==> src/rtl/pipelined_ks_adder_if.sv <==
// Operand/result stream bundle for the pipelined Kogge-Stone adder.
// master drives operands and result back-pressure; slave is the adder.
interface pipelined_ks_adder_if #(
  parameter int WIDTH = 16
);
  logic             in_valid;
  logic             in_ready;
  logic [WIDTH-1:0] x1;
  logic [WIDTH-1:0] x2;
  logic             cin;
  logic             sub;
  logic             out_valid;
  logic             out_ready;
  logic [WIDTH-1:0] s;
  logic             cout;
  logic             ovf;

  modport master (
    output in_valid, x1, x2, cin, sub, out_ready,
    input  in_ready, out_valid, s, cout, ovf
  );

  modport slave (
    input  in_valid, x1, x2, cin, sub, out_ready,
    output in_ready, out_valid, s, cout, ovf
  );
endinterface

==> src/rtl/pipelined_ks_adder.sv <==
// Pipelined Kogge-Stone adder/subtractor: one prefix level per stage,
// LEVELS+2 registers deep, single global stall enable.
module pipelined_ks_adder #(
  parameter int WIDTH = 16
) (
  input logic                 clk,
  input logic                 rst,
  pipelined_ks_adder_if.slave bus
);
  localparam int LEVELS = $clog2(WIDTH);

  generate
    if (WIDTH < 4 || WIDTH > 64 || (WIDTH & (WIDTH - 1)) != 0) begin : g_bad_width
      $error("pipelined_ks_adder: WIDTH must be a power of two in 4..64");
    end
  endgenerate

  logic advance;

  // Index 0 is the generate/propagate stage, index k holds prefix level k.
  logic [LEVELS:0]            vld;
  logic [LEVELS:0][WIDTH-1:0] gg;
  logic [LEVELS:0][WIDTH-1:0] pp;
  logic [LEVELS:0][WIDTH-1:0] praw;
  logic [LEVELS:0]            c0;

  logic [WIDTH-1:0] b_eff;
  logic [WIDTH-1:0] p_in;
  logic [WIDTH-1:0] g_in;
  logic             c0_in;

  logic [WIDTH-1:0] sum_c;
  logic             cout_c;
  logic             ovf_c;

  logic             out_valid_r;
  logic [WIDTH-1:0] s_r;
  logic             cout_r;
  logic             ovf_r;

  assign advance      = ~out_valid_r | bus.out_ready;
  assign bus.in_ready = advance;
  assign bus.out_valid = out_valid_r;
  assign bus.s         = s_r;
  assign bus.cout      = cout_r;
  assign bus.ovf       = ovf_r;

  // Carry-in is folded into g[0] so the prefix tree yields true carries.
  always_comb begin
    b_eff   = bus.sub ? ~bus.x2 : bus.x2;
    c0_in   = bus.sub | bus.cin;
    p_in    = bus.x1 ^ b_eff;
    g_in    = bus.x1 & b_eff;
    g_in[0] = g_in[0] | (p_in[0] & c0_in);
  end

  always_comb begin
    sum_c    = '0;
    sum_c[0] = praw[LEVELS][0] ^ c0[LEVELS];
    for (int unsigned i = 1; i < WIDTH; i++) begin
      sum_c[i] = praw[LEVELS][i] ^ gg[LEVELS][i-1];
    end
    cout_c = gg[LEVELS][WIDTH-1];
    ovf_c  = gg[LEVELS][WIDTH-2] ^ cout_c;
  end

  always_ff @(posedge clk) begin
    if (rst) begin
      vld         <= '0;
      out_valid_r <= 1'b0;
      s_r         <= '0;
      cout_r      <= 1'b0;
      ovf_r       <= 1'b0;
    end else if (advance) begin
      vld     <= {vld[LEVELS-1:0], bus.in_valid};
      gg[0]   <= g_in;
      pp[0]   <= p_in;
      praw[0] <= p_in;
      c0[0]   <= c0_in;

      for (int unsigned k = 1; k <= LEVELS; k++) begin
        praw[k] <= praw[k-1];
        c0[k]   <= c0[k-1];
        for (int unsigned i = 0; i < WIDTH; i++) begin
          if (i >= (32'd1 << (k - 1))) begin
            gg[k][i] <= gg[k-1][i] | (pp[k-1][i] & gg[k-1][i - (32'd1 << (k - 1))]);
            pp[k][i] <= pp[k-1][i] & pp[k-1][i - (32'd1 << (k - 1))];
          end else begin
            gg[k][i] <= gg[k-1][i];
            pp[k][i] <= pp[k-1][i];
          end
        end
      end

      out_valid_r <= vld[LEVELS];
      s_r         <= vld[LEVELS] ? sum_c : '0;
      cout_r      <= vld[LEVELS] & cout_c;
      ovf_r       <= vld[LEVELS] & ovf_c;
    end
  end
endmodule
==> src/flat_wrapper.sv <==
// flat-port wrapper written by rule: the top's interface ports become plain ports
module pipelined_ks_adder_flat 
#(
  parameter int WIDTH = 16
)
  (clk, rst, bus_in_valid, bus_x1, bus_x2, bus_cin, bus_sub, bus_out_ready, bus_in_ready, bus_out_valid, bus_s, bus_cout, bus_ovf);
  pipelined_ks_adder_if #(.WIDTH(WIDTH)) bus_i ();
  input logic clk;
  input logic rst;
  input wire logic [$bits(bus_i.in_valid)-1:0] bus_in_valid;
  input wire logic [$bits(bus_i.x1)-1:0] bus_x1;
  input wire logic [$bits(bus_i.x2)-1:0] bus_x2;
  input wire logic [$bits(bus_i.cin)-1:0] bus_cin;
  input wire logic [$bits(bus_i.sub)-1:0] bus_sub;
  input wire logic [$bits(bus_i.out_ready)-1:0] bus_out_ready;
  output wire logic [$bits(bus_i.in_ready)-1:0] bus_in_ready;
  output wire logic [$bits(bus_i.out_valid)-1:0] bus_out_valid;
  output wire logic [$bits(bus_i.s)-1:0] bus_s;
  output wire logic [$bits(bus_i.cout)-1:0] bus_cout;
  output wire logic [$bits(bus_i.ovf)-1:0] bus_ovf;
  assign bus_i.in_valid = bus_in_valid;
  assign bus_i.x1 = bus_x1;
  assign bus_i.x2 = bus_x2;
  assign bus_i.cin = bus_cin;
  assign bus_i.sub = bus_sub;
  assign bus_i.out_ready = bus_out_ready;
  assign bus_in_ready = bus_i.in_ready;
  assign bus_out_valid = bus_i.out_valid;
  assign bus_s = bus_i.s;
  assign bus_cout = bus_i.cout;
  assign bus_ovf = bus_i.ovf;
  pipelined_ks_adder #(.WIDTH(WIDTH)) u_core (.clk(clk), .rst(rst), .bus(bus_i));
endmodule
==> config.mk <==
export PLATFORM = sky130hd
export DESIGN_NAME = pipelined_ks_adder_flat
export DESIGN_NICKNAME = d
export VERILOG_FILES = /design/src/rtl/pipelined_ks_adder_if.sv /design/src/rtl/pipelined_ks_adder.sv /design/src/flat_wrapper.sv
export SDC_FILE = /design/constraint.sdc
export NUM_CORES = 1
export LEC_CHECK = 0
export ABC_AREA = 1
export CAP_MARGIN = 20
export CORE_MARGIN = 2
export CORE_UTILIZATION = 52
export DETAILED_ROUTE_END_ITERATION = 10
export PLACE_DENSITY = 0.84
export SYNTH_ARGS = -nofsm -noshare
export SYNTH_HDL_FRONTEND = slang
export SYNTH_SLANG_ARGS = --single-unit
==> constraint.sdc <==
create_clock -name clk -period 10.8 [get_ports clk]
set_input_delay 1.62 -clock clk [delete_from_list [all_inputs] [get_ports clk]]
set_output_delay 1.62 -clock clk [all_outputs]
set_load 0.03 [all_outputs]
==> Word level (Yosys, flattened, before mapping) <==
Cells that the tools add are included.
{ "word_totals": {"input_bits": 38, "out_inout_bits": 20, "ff_bits": 237, "wordCells": 189} }
{ "op_classes": {"bitwise": 167, "n_mux": 2, "reduce_logical": 1} }
{ "ops": {"columns": ["cell", "count"], "rows": [
  ["AND 1 bit", 93],
  ["bitwise OR 1 bit", 52],
  ["two-way mux 16 bit", 2],
  ["XOR 1 bit", 17],
  ["AND 16 bit", 1],
  ["inverter 16 bit", 1],
  ["XOR 16 bit", 1],
  ["inverter 1 bit", 2],
  ["AND reduction 2 bit", 1]
]} }

==> Depth between registers and ports, before layout <==
Gate-level depths: netlist (run 1).
{ "logic_depth": {"depth_word": 5, "ltp_mapped": 6, "mapped_depth_nobuf": 5} }

==> Worst setup path after synthesis (run 1) <==
OpenSTA, ideal clock, no wires.
{ "synth_timing": {"path_kind": "input port to flip-flop", "start": "input bus_out_ready", "end": "register u_core.c0[0], enable pin", "slack_ps": -355, "setup_time_ps": 765, "t_required_ps": 10035, "path_buffers": 1, "path_stages": 5, "t_arrival_ps": 10389, "cell_sequence": "inv_1 > nand2_4 > inv_6 > buf_8 > nor2_1"} }
{ "synth_between": {"elab_chain_cells": 2} }
{ "synth_lines": {"columns": ["item", "line", "text"], "rows": [
  ["start: declaration", "flat_wrapper.sv:15", "input wire logic [$bits(bus_i.out_ready)-1:0] bus_out_ready;"],
  ["bitwise OR 1 bit", "pipelined_ks_adder.sv:41", "assign advance = ~out_valid_r | bus.out_ready;"],
  ["via bus_in_ready", "flat_wrapper.sv:16", "output wire logic [$bits(bus_i.in_ready)-1:0] bus_in_ready;"],
  ["AND reduction 2 bit (no line)", null, null],
  ["end signal: assignment", "pipelined_ks_adder.sv:79", "c0[0] <= c0_in;"],
  ["end signal: indexed assignment", "pipelined_ks_adder.sv:83", "c0[k] <= c0[k-1];"],
  ["end: declaration", "pipelined_ks_adder.sv:25", "logic [LEVELS:0] c0;"]
]} }
The timed path passes the listed nets, and every way through them passes these cells.
A chain may end at the register's enable or synchronous reset.

==> Final worst setup path (run 1) <==
{ "layout_timing": {"start": "input bus_out_ready", "end": "output bus_in_ready"} }
{ "layout_between": {"elab_chain_cells": 1} }
{ "layout_lines": {"columns": ["item", "line"], "rows": [
  ["bitwise OR 1 bit", "pipelined_ks_adder.sv:41"],
  ["end: declaration", "flat_wrapper.sv:16"]
]} }
Every way passes these cells.

==> results of run 1 <==
==> sequential cells by signal, indices dropped and copies added, names as in the netlist <==
name and cells:
u_core.gg 79, u_core.praw 64, u_core.pp 50, u_core.bus.s 16, u_core.c0 5, u_core.vld 5, u_core.bus.cout 1, u_core.bus.out_valid 1
u_core.bus.ovf 1, u_core.cout_c 1
==> critical path: stages <==
cell	delay (ns)
clkdlybuf4s50_1	0.45
inv_1	0.09
nand2_4	0.13
clkdlybuf4s50_1	0.69
==> cells in the mapped netlist <==
cell type / instances / area share [%]
a21o_1: 24 / 2.2
a21oi_1: 11 / 0.66
a21oi_2: 13 / 1.4
a21oi_4: 1 / 0.20
buf_12: 1 / 0.24
buf_2: 3 / 0.18
buf_4: 1 / 0.090
buf_6: 1 / 0.14
buf_8: 1 / 0.18
clkbuf_1: 1 / 0.045
dfxtp_1: 24 / 5.8
edfxtp_1: 199 / 72
ha_1: 16 / 2.4
inv_1: 95 / 4.3
inv_6: 1 / 0.11
nand2_1: 172 / 7.7
nand2_2: 11 / 0.83
nand2_4: 1 / 0.14
nor2_1: 1 / 0.045
or2_2: 1 / 0.075
xor2_1: 16 / 1.7
==> report_power, final <==
group	switching, µW	internal, µW	leakage, µW
logic	45.0	35.3	0.00160
registers	30.0	1010	0.00214
clock network	295	414	0.000336
total	370	1460	0.00408
==> layer usage <==
| layer | GRT usage (%) | wire length (µm) |
|---|---|---|
| met1 | 17.8 | 4940 |
| met2 | 25.4 | 5850 |
| met3 | 2.57 | 486 |
| met4 | 5.51 | 276 |
| met5 | 0 | 0 |
==> stage by stage <==
| step | utilization, % | area [µm²] | cells | power [µW] | setup slack [ns] |
|---|---|---|---|---|---|
| 2_1_floorplan | - | 8340 | 594 | 1110 | 3.12 |
| 3_3_place_gp | 57.9 | 9140 | 861 | 1130 | 6.21 |
| 3_5_place_dp | 57.9 | 9140 | 861 | 1140 | 6.19 |
| 4_1_cts | 62.3 | 9820 | 901 | 1850 | 6.19 |
| 5_1_grt | 62.3 | 9820 | 901 | 1900 | 6.14 |
| 6_report | 62.3 | 9820 | 901 | 1830 | 6.20 |
==> final cells by class <==
type | instances | area, µm²
Sequential cell | 223 | 6460
Fill cell | 1145 | 5950
Multi-Input combinational cell | 267 | 1450
Timing Repair Buffer | 59 | 598
Clock buffer | 28 | 594
Inverter | 96 | 365
Tap cell | 216 | 270
Clock inverter | 12 | 85.1
==> cells by family after synthesis <==
kind of cell / count (synthesis)
and+or+nand+nor: 186
DFF: 223
AOI/OAI and AO/OA: 49
xor gates and xnor gates: 16
buffers and inverters: 104
adders and majority gates: 16
==> worst max path at each step <==
stage | to | slack (ns) | depth (start not counted)
after floorplan | u_core.c0[0]$_DFFE_PP_ | 3.12 | 5
after global placement | bus_in_ready | 6.21 | 4
after detailed placement | bus_in_ready | 6.19 | 4
after CTS | bus_in_ready | 6.19 | 4
after global routing | bus_in_ready | 6.14 | 4
final | bus_in_ready | 6.20 | 4
==> summary.txt, run 1 <==
Status
  – Status: completed

STA
  – Hold_ws: 0.419 ns
  – Final hold viol count: 0
  – Min Tclk post-route: 4.60 ns
  – Worst Skew: 0.00886 ns
  – Setup TNS: 0 ns
  – Worst Tran Pin Value: 0.992 ns
  – Final setup violating endpoints: 0
  – Max Freq: 0.217 GHz
  – RSZ-0062 raised after global routing: false
  – Slew Viols, Final: 0
  – Tcrit/Tclk final: 42.6%
  – Slew headroom: 33.8%

Power and ir drop
  – VDD IR-drop max: 123 µV
  – Power per cell area: 187 nW/µm²
  – Pleak: 0.00408 µW

Detailed routing
  – DR vias: 4167
  – Post-route DRC: 0
  – Detailed-router iteration count before antenna repair: 5
  – Via density: 4.62
  – DRT iter0 DRCs: 254
  – Post-Route WL: 11.5 mm
  – WL per Instance: 12.8 µm
  – Antenna Nets Post-Route: 0

Worst setup path
  – Worst R2R Path Depth: 4
  – Worst r2r src: u_core.bus.out_valid$_SDFFE_PP0P_
  – CP Launch Type: primary input
  – Worst Path Max Fanout: 8
  – Worst Path Required: 9.18 ns
  – Crit Reg-Reg Endpoint: u_core.praw[26]$_DFFE_PP_
  – Critical path data arrival time: 2.98 ns
  – Crit end category: primary output
  – R2r setup slk: 8.83 ns
  – Crit path from: bus_out_ready
  – Crit Path Category: primary input to primary output

Synth
  – #FFs+latches synth: 223
  – Synthesized Nets: 648
  – Synth Area in Adders: 2.40%
  – Mapped Cells: 594
  – Synthesized area per cell: 14.0 µm²
  – Post-synthesis compound-gate area fraction: 4.38%
  – Yosys cell types: 21
  – Main combinational cell family by area after synthesis: simple AND/OR/NAND/NOR gates
  – Simple-gate share of the synthesized area: 8.83%
  – Ys Warns: 0
  – Post-Syn Area: 8340 µm²
  – Post-synthesis mux area share: 0%
  – XOR/XNOR Fraction of Synth Area: 1.68%
  – Sequential share of the synthesized area: 77.5%

Floorplanning
  – Die height: 131 µm
  – Ports: 58
  – Initial core utilization: 52.9%
  – Total core area: 15800 µm²
  – Die width: 131 µm
  – Die Footprint: 17100 µm²
  – Core Rows: 46

CTS
  – Resized Gates After CTS: 0
  – Clock tree buffer depth: 3
  – Worst-path clk slew: 0.06 ns
  – Clk_lat worst skew: 0.49 ns
  – Root buffer cell: clkbuf_16
  – Cts bufs inserted: 22
  – TritonCTS clock tree: built
  – H-Tree Depth: 1
  – Number of clock sinks: 223
  – Post-CTS setup buffers: 0
  – CTS Hold Bufs: 0

Placed design
  – IO Port Bufs: 57
  – Detailed Place HPWL: 7.37 mm
  – Final GP Congestion: 0.714

Cells and area
  – Area Overhead vs Synth: 17.8%
  – Total Nets Final: 723
  – Commonest non-fill, non-tap cells in the layout: edfxtp_1, nand2_1, inv_1
  – Antenna diode count: 0
  – Share of layout cells above drive strength 1: 9.20%
  – Most common cell after layout, fill and taps aside: edfxtp_1

GRT
  – Largest net degree at the start of global routing: 200
  – GRT Total Usage: 14.4%
  – Global-route wire length before repair: 19.3 mm
  – GRT overflow: 0
  – Initial antenna violation count: 0
  – Vias in the first global route: 4173

Hold path
  – Hold depth: 0
  – Worst Hold End: u_core.praw[48]$_DFFE_PP_
  – Worst Hold Class: register to register
  – Hold path startpoint: u_core.praw[32]$_DFFE_PP_

Run
  – Max_cap viols: 0
(Power assumes the default switching activity.)
==> inputs of run 2 (changes only) <==
- CORE_UTILIZATION: 52 -> 58
- PLACE_DENSITY: 0.84 -> 0.88
- clock period: 10.8 -> 4.7 ns (I/O delays scaled with it)
==> summary.txt, run 2 (synthesized netlist as in run 1, its figures left out) <==
Worst setup path
  – Worst Path Max Fanout: 8 (unchanged)
  – Crit path from: bus_out_ready
  – Worst r2r src: u_core.bus.out_valid$_SDFFE_PP0P_
  – Critical path data arrival time: 2.07 ns (-0.91 ns)
  – Worst Path Required: 3.99 ns (-5.19 ns)
  – CP Launch Type: primary input
  – Worst R2R Path Depth: 4 (unchanged)
  – Crit end category: primary output
  – Crit Path Category: primary input to primary output

Detailed routing
  – Post-route DRC: 0 (unchanged)
  – WL per Instance: 14.3 µm (+12%)
  – Post-Route WL: 12.4 mm (+7.5%)
  – Highest metal used: met4
  – WL met3: 575 µm (+18%)
  – DR vias: 4261 (+2.3%)
  – Via density: 4.91 (+6.1%)
  – Detailed-router iteration count before antenna repair: 4 (-1)
  – Post-Route M1 WL: 4.80 mm (-2.8%)
  – Antenna Nets Post-Route: 0 (unchanged)
  – Routed wl met2: 6.71 mm (+15%)
  – DRT iter0 DRCs: 261 (+2.8%)

CTS
  – Worst-path clk slew: 0.06 ns (about the same)
  – H-Tree Depth: 1 (unchanged)
  – Root buffer cell: clkbuf_16
  – Post-CTS setup buffers: 0 (unchanged)
  – Number of clock sinks: 223 (unchanged)
  – TritonCTS clock tree: built
  – Clock tree buffer depth: 3 (unchanged)
  – Resized Gates After CTS: 0 (unchanged)
  – Clk_lat worst skew: 0.50 ns (about the same)
  – Cts bufs inserted: 22 (unchanged)
  – CTS Hold Bufs: 0 (unchanged)

Cells and area
  – Most common cell after layout, fill and taps aside: edfxtp_1
  – Area Overhead vs Synth: 18.4%
  – Total Nets Final: 727 (+0.55%)
  – Antenna diode count: 0 (unchanged)
  – Final std cells w/o fill: 868 (-3.7%)
  – Max reg flops: 79 (unchanged)
  – Largest Register: u_core.gg
  – Layout Utilization: 70.8% (+8.6 points)
  – Commonest non-fill, non-tap cells in the layout: edfxtp_1, nand2_1, inv_1
  – Share of layout cells above drive strength 1: 10.5% (+1.3 points)
  – Biggest regs: u_core.gg: 79 flops, u_core.praw: 64 flops, u_core.pp: 50 flops

Placed design
  – Post-Place Worst Slack: 1.81 ns (-4.38 ns)
  – IO Port Bufs: 57 (unchanged)
  – Detailed Place HPWL: 8.45 mm (+15%)
  – Final GP Congestion: 0.769 (+7.6%)
  – Placed cell count: 829 (-3.7%)

Power and ir drop
  – Power per cell area: 437 nW/µm² (+130%)
  – VDD IR-drop max: 252 µV (+100%)
  – Pleak: 0.00414 µW (+1.5%)

GRT
  – Largest net degree at the start of global routing: 72 (-64%)
  – Initial antenna violation count: 0 (unchanged)
  – Vias in the first global route: 4385 (+5.1%)
  – Global-route wire length before repair: 20.5 mm (+5.8%)
  – GRT overflow: 0 (unchanged)
  – GRT Total Usage: 17.5% (+3.1 points)

STA
  – Final setup violating endpoints: 0 (unchanged)
  – Worst Tran Pin Value: 0.900 ns (-0.0925 ns)
  – Setup TNS: 0 ns (unchanged)
  – Min Tclk post-route: 2.77 ns
  – Slew headroom: 39.8% (+6.0 points)
  – Worst Skew: 0.00765 ns (-0.00122 ns)
  – Final worst slack: 1.93 ns (-4.27 ns)
  – Slew Viols, Final: 0 (unchanged)
  – RSZ-0062 raised after global routing: false
  – Tcrit/Tclk final: 59.0%
  – Max Freq: 0.361 GHz
  – Final hold viol count: 0 (unchanged)

Status
  – Status: completed

Floorplanning
  – Total core area: 13900 µm² (-12%)
  – Die width: 124 µm (-5.2%)
  – Die height: 124 µm (-5.2%)
  – Core Rows: 43 (-6.5%)
  – Initial core utilization: 59.8% (+7.0 points)
  – Die Footprint: 15300 µm² (-10%)
  – Ports: 58 (unchanged)

Hold path
  – Worst Hold Class: register to register
  – Hold depth: 0 (unchanged)
  – Hold path startpoint: u_core.praw[46]$_DFFE_PP_

Run
  – Max_cap viols: 0 (unchanged)
run 2: layer usage:
metal | GRT usage (%) | vias up
li1 | - | 2128
met1 | 19.8 | 2013
met2 | 32.6 | 100
met3 | 3.21 | 20
met4 | 6.75 | 0
met5 | 0 | -
run 2: path summary, 6_finish.rpt:
kind | slack (ns) | end
setup / recovery | 1.93 | bus_in_ready
hold / removal | 0.42 | u_core.praw[62]$_DFFE_PP_
setup reg to reg | 2.66 | u_core.gg[57]$_DFFE_PP_
hold reg to reg | 0.42 | u_core.praw[62]$_DFFE_PP_
run 2: stage by stage:
stage               total power, µW  area, µm²  hold WS, ns
global route                   4470       9870        0.423
floorplan                      2540       8340        0.400
CTS                            4360       9870        0.416
detailed placement             2630       9140        0.405
finish                         4320       9870        0.418
global placement               2610       9140        0.402
run 2: area by class of cell:
| type | count | area (µm²) |
|---|---|---|
| Timing Repair Buffer | 63 | 641 |
| Tap cell | 180 | 225 |
| Fill cell | 876 | 4060 |
| Multi-Input combinational cell | 267 | 1450 |
| Clock buffer | 29 | 649 |
| Inverter | 96 | 365 |
| Sequential cell | 223 | 6460 |
| Clock inverter | 10 | 85.1 |
run 2: where the power goes:
part	total, µW	leakage, µW	switching (µW)	internal, µW
clock	1730	0.000372	693	1030
combinational	194	0.00162	110	84.5
sequential	2400	0.00214	71.6	2330
run 2: critical path, cell delays in order:
cell and delay [ns]:
clkdlybuf4s50_1 0.45, inv_1 0.09, nand2_4 0.13, clkdlybuf4s50_1 0.68
==> inputs of run 3 (changes only) <==
- clock period: 4.7 -> 2.7 ns (I/O delays scaled with it)
==> summary.txt, run 3 (synthesized netlist as in run 1, its figures left out) <==
Status
  – Status: completed

Floorplanning
  – Initial core utilization: 59.8% (unchanged)
  – Core Rows: 43 (unchanged)
  – Die Footprint: 15300 µm² (unchanged)
  – Ports: 58 (unchanged)
  – Die width: 124 µm (unchanged)
  – Total core area: 13900 µm² (unchanged)
  – Die height: 124 µm (unchanged)

Worst setup path
  – CP Launch Type: primary input
  – Worst Path Max Fanout: 8 (unchanged)
  – Worst Path Required: 2.30 ns (-1.69 ns)
  – Crit end category: primary output
  – Critical path, cell by cell: clkdlybuf4s50_1 > inv_1 > nand2_4 > clkdlybuf4s50_1
  – Most used cell, CP: clkdlybuf4s50_1
  – Critical path data arrival time: 1.77 ns (-0.30 ns)
  – Critical-path top delay cell: clkdlybuf4s50_1
  – Delay-heaviest family, CP: buffers and inverters
  – Crit path largest cell delay: 0.68 ns (about the same)
  – Worst path bufs/invs: 3 (unchanged)
  – Crit Path Category: primary input to primary output

STA
  – Worst Tran Pin Value: 0.557 ns (-0.343 ns)
  – Tcrit/Tclk final: 80.6%
  – Slew headroom: 62.8% (+23 points)
  – Min Tclk post-route: 2.18 ns
  – Final hold viol count: 0 (unchanged)
  – RSZ-0062 raised after global routing: false
  – Worst Skew: 0.00797 ns (+0.000325 ns)
  – Final setup violating endpoints: 0 (unchanged)
  – Max Freq: 0.460 GHz
  – Slew Viols, Final: 0 (unchanged)
  – Hold_ws: 0.416 ns (-0.00189 ns)

CTS
  – Clk_lat worst skew: 0.49 ns (about the same)
  – Cts bufs inserted: 23 (+4.5%)
  – Worst-path clk slew: 0.06 ns (about the same)
  – CTS Hold Bufs: 0 (unchanged)
  – H-Tree Depth: 1 (unchanged)
  – Number of clock sinks: 223 (unchanged)
  – Resized Gates After CTS: 0 (unchanged)
  – Post-CTS setup buffers: 0 (unchanged)
  – Clock tree buffer depth: 3 (unchanged)
  – Root buffer cell: clkbuf_16
  – TritonCTS clock tree: built

Detailed routing
  – Post-Route WL: 12.8 mm (+3.0%)
  – Antenna Nets Post-Route: 0 (unchanged)
  – WL per Instance: 14.7 µm (+2.5%)
  – Via density: 4.93 (+0.43%)
  – DRT iter0 DRCs: 332 (+27%)
  – DR vias: 4299 (+0.89%)
  – Detailed-router iteration count before antenna repair: 4 (unchanged)
  – Post-route DRC: 0 (unchanged)

Cells and area
  – Total Nets Final: 731 (+0.55%)
  – Antenna diode count: 0 (unchanged)
  – Final std cells w/o fill: 872 (+0.46%)
  – Most common cell after layout, fill and taps aside: edfxtp_1
  – Largest Register: u_core.gg
  – Commonest non-fill, non-tap cells in the layout: edfxtp_1, nand2_1, inv_1
  – Share of layout cells above drive strength 1: 9.97% (-0.49 points)
  – # fillers: 851 (-2.9%)
  – Layout Utilization: 71.4% (+0.60 points)
  – Biggest regs: u_core.gg: 79 flops, u_core.praw: 64 flops, u_core.pp: 50 flops
  – Max reg flops: 79 (unchanged)
  – Register area: 6460 µm² (about the same)
  – Fin area: 9950 µm² (+0.85%)
  – Area Overhead vs Synth: 19.4%
  – Area of the multi-input gates: 1450 µm² (unchanged)

GRT
  – Largest net degree at the start of global routing: 34 (-53%)
  – GRT overflow: 0 (unchanged)
  – Initial antenna violation count: 0 (unchanged)
  – Vias in the first global route: 4417 (+0.73%)
  – Global-route wire length before repair: 21.2 mm (+3.5%)
  – GRT Total Usage: 18.0% (+0.54 points)

Placed design
  – Detailed Place HPWL: 8.50 mm (+0.50%)
  – Final GP Congestion: 0.778 (+1.2%)
  – Dpl cell area: 9220 µm² (+0.95%)
  – IO Port Bufs: 57 (unchanged)
  – Placed cell count: 832 (+0.36%)

Power and ir drop
  – Pleak: 0.00415 µW (+0.37%)
  – Power consumption: 7570 µW (+75%)
  – Power per cell area: 760 nW/µm² (+74%)
  – VDD IR-drop max: 603 µV (+140%)

Hold path
  – Worst Hold Class: register to register

Run
  – Max_cap viols: 0 (unchanged)
[run 3: cell types whose count changed in the layout (fill, tap and decap cells not counted), sizes merged]
cell      delta
clkinv       +1
clkbuf       -2
clkinvlp     +2
inv          -2
bufinv       +2
buf          +3
[run 3: through the flow]
step	worst slack (ns)	TNS, ns
after floorplan	-1.52	-301.94
after global placement	0.455	0
after detailed placement	0.385	0
after CTS	0.516	0
after global routing	0.453	0
final	0.524	0
[run 3: where the power goes]
group | internal [µW] | leakage (µW) | switching [µW] | total (µW)
sequential | 4050 | 0.00214 | 127 | 4180
combinational | 161 | 0.00166 | 198 | 358
clock | 1840 | 0.000348 | 1190 | 3030
[run 3: final cells by class]
type,count,area share [%]
timing repair buffer,66,7.29
clock buffer,27,5.93
multi-input combinational,267,14.6
inverter,96,3.67
tap,180,2.26
clock inverter,13,1.42
sequential,223,64.9
[run 3: metal layers]
layer  track usage, %  part of all wire [%]  wire, µm
met1             20.7                    39      4980
met4             5.61                   1.8       235
met3             3.48                   5.1       657
met2             33.9                    54      6910
met5                0                     0         0
[run 3: worst paths after layout]
path,start,endpoint,slack [ns],cells past startpoint
setup / recovery,bus_out_ready,bus_in_ready,0.52,4
hold / removal,u_core.c0[2]$_DFFE_PP_,u_core.c0[3]$_DFFE_PP_,0.42,0
setup reg to reg,u_core.bus.out_valid$_SDFFE_PP0P_,u_core.praw[68]$_DFFE_PP_,1.04,4
hold reg to reg,u_core.c0[2]$_DFFE_PP_,u_core.c0[3]$_DFFE_PP_,0.42,0
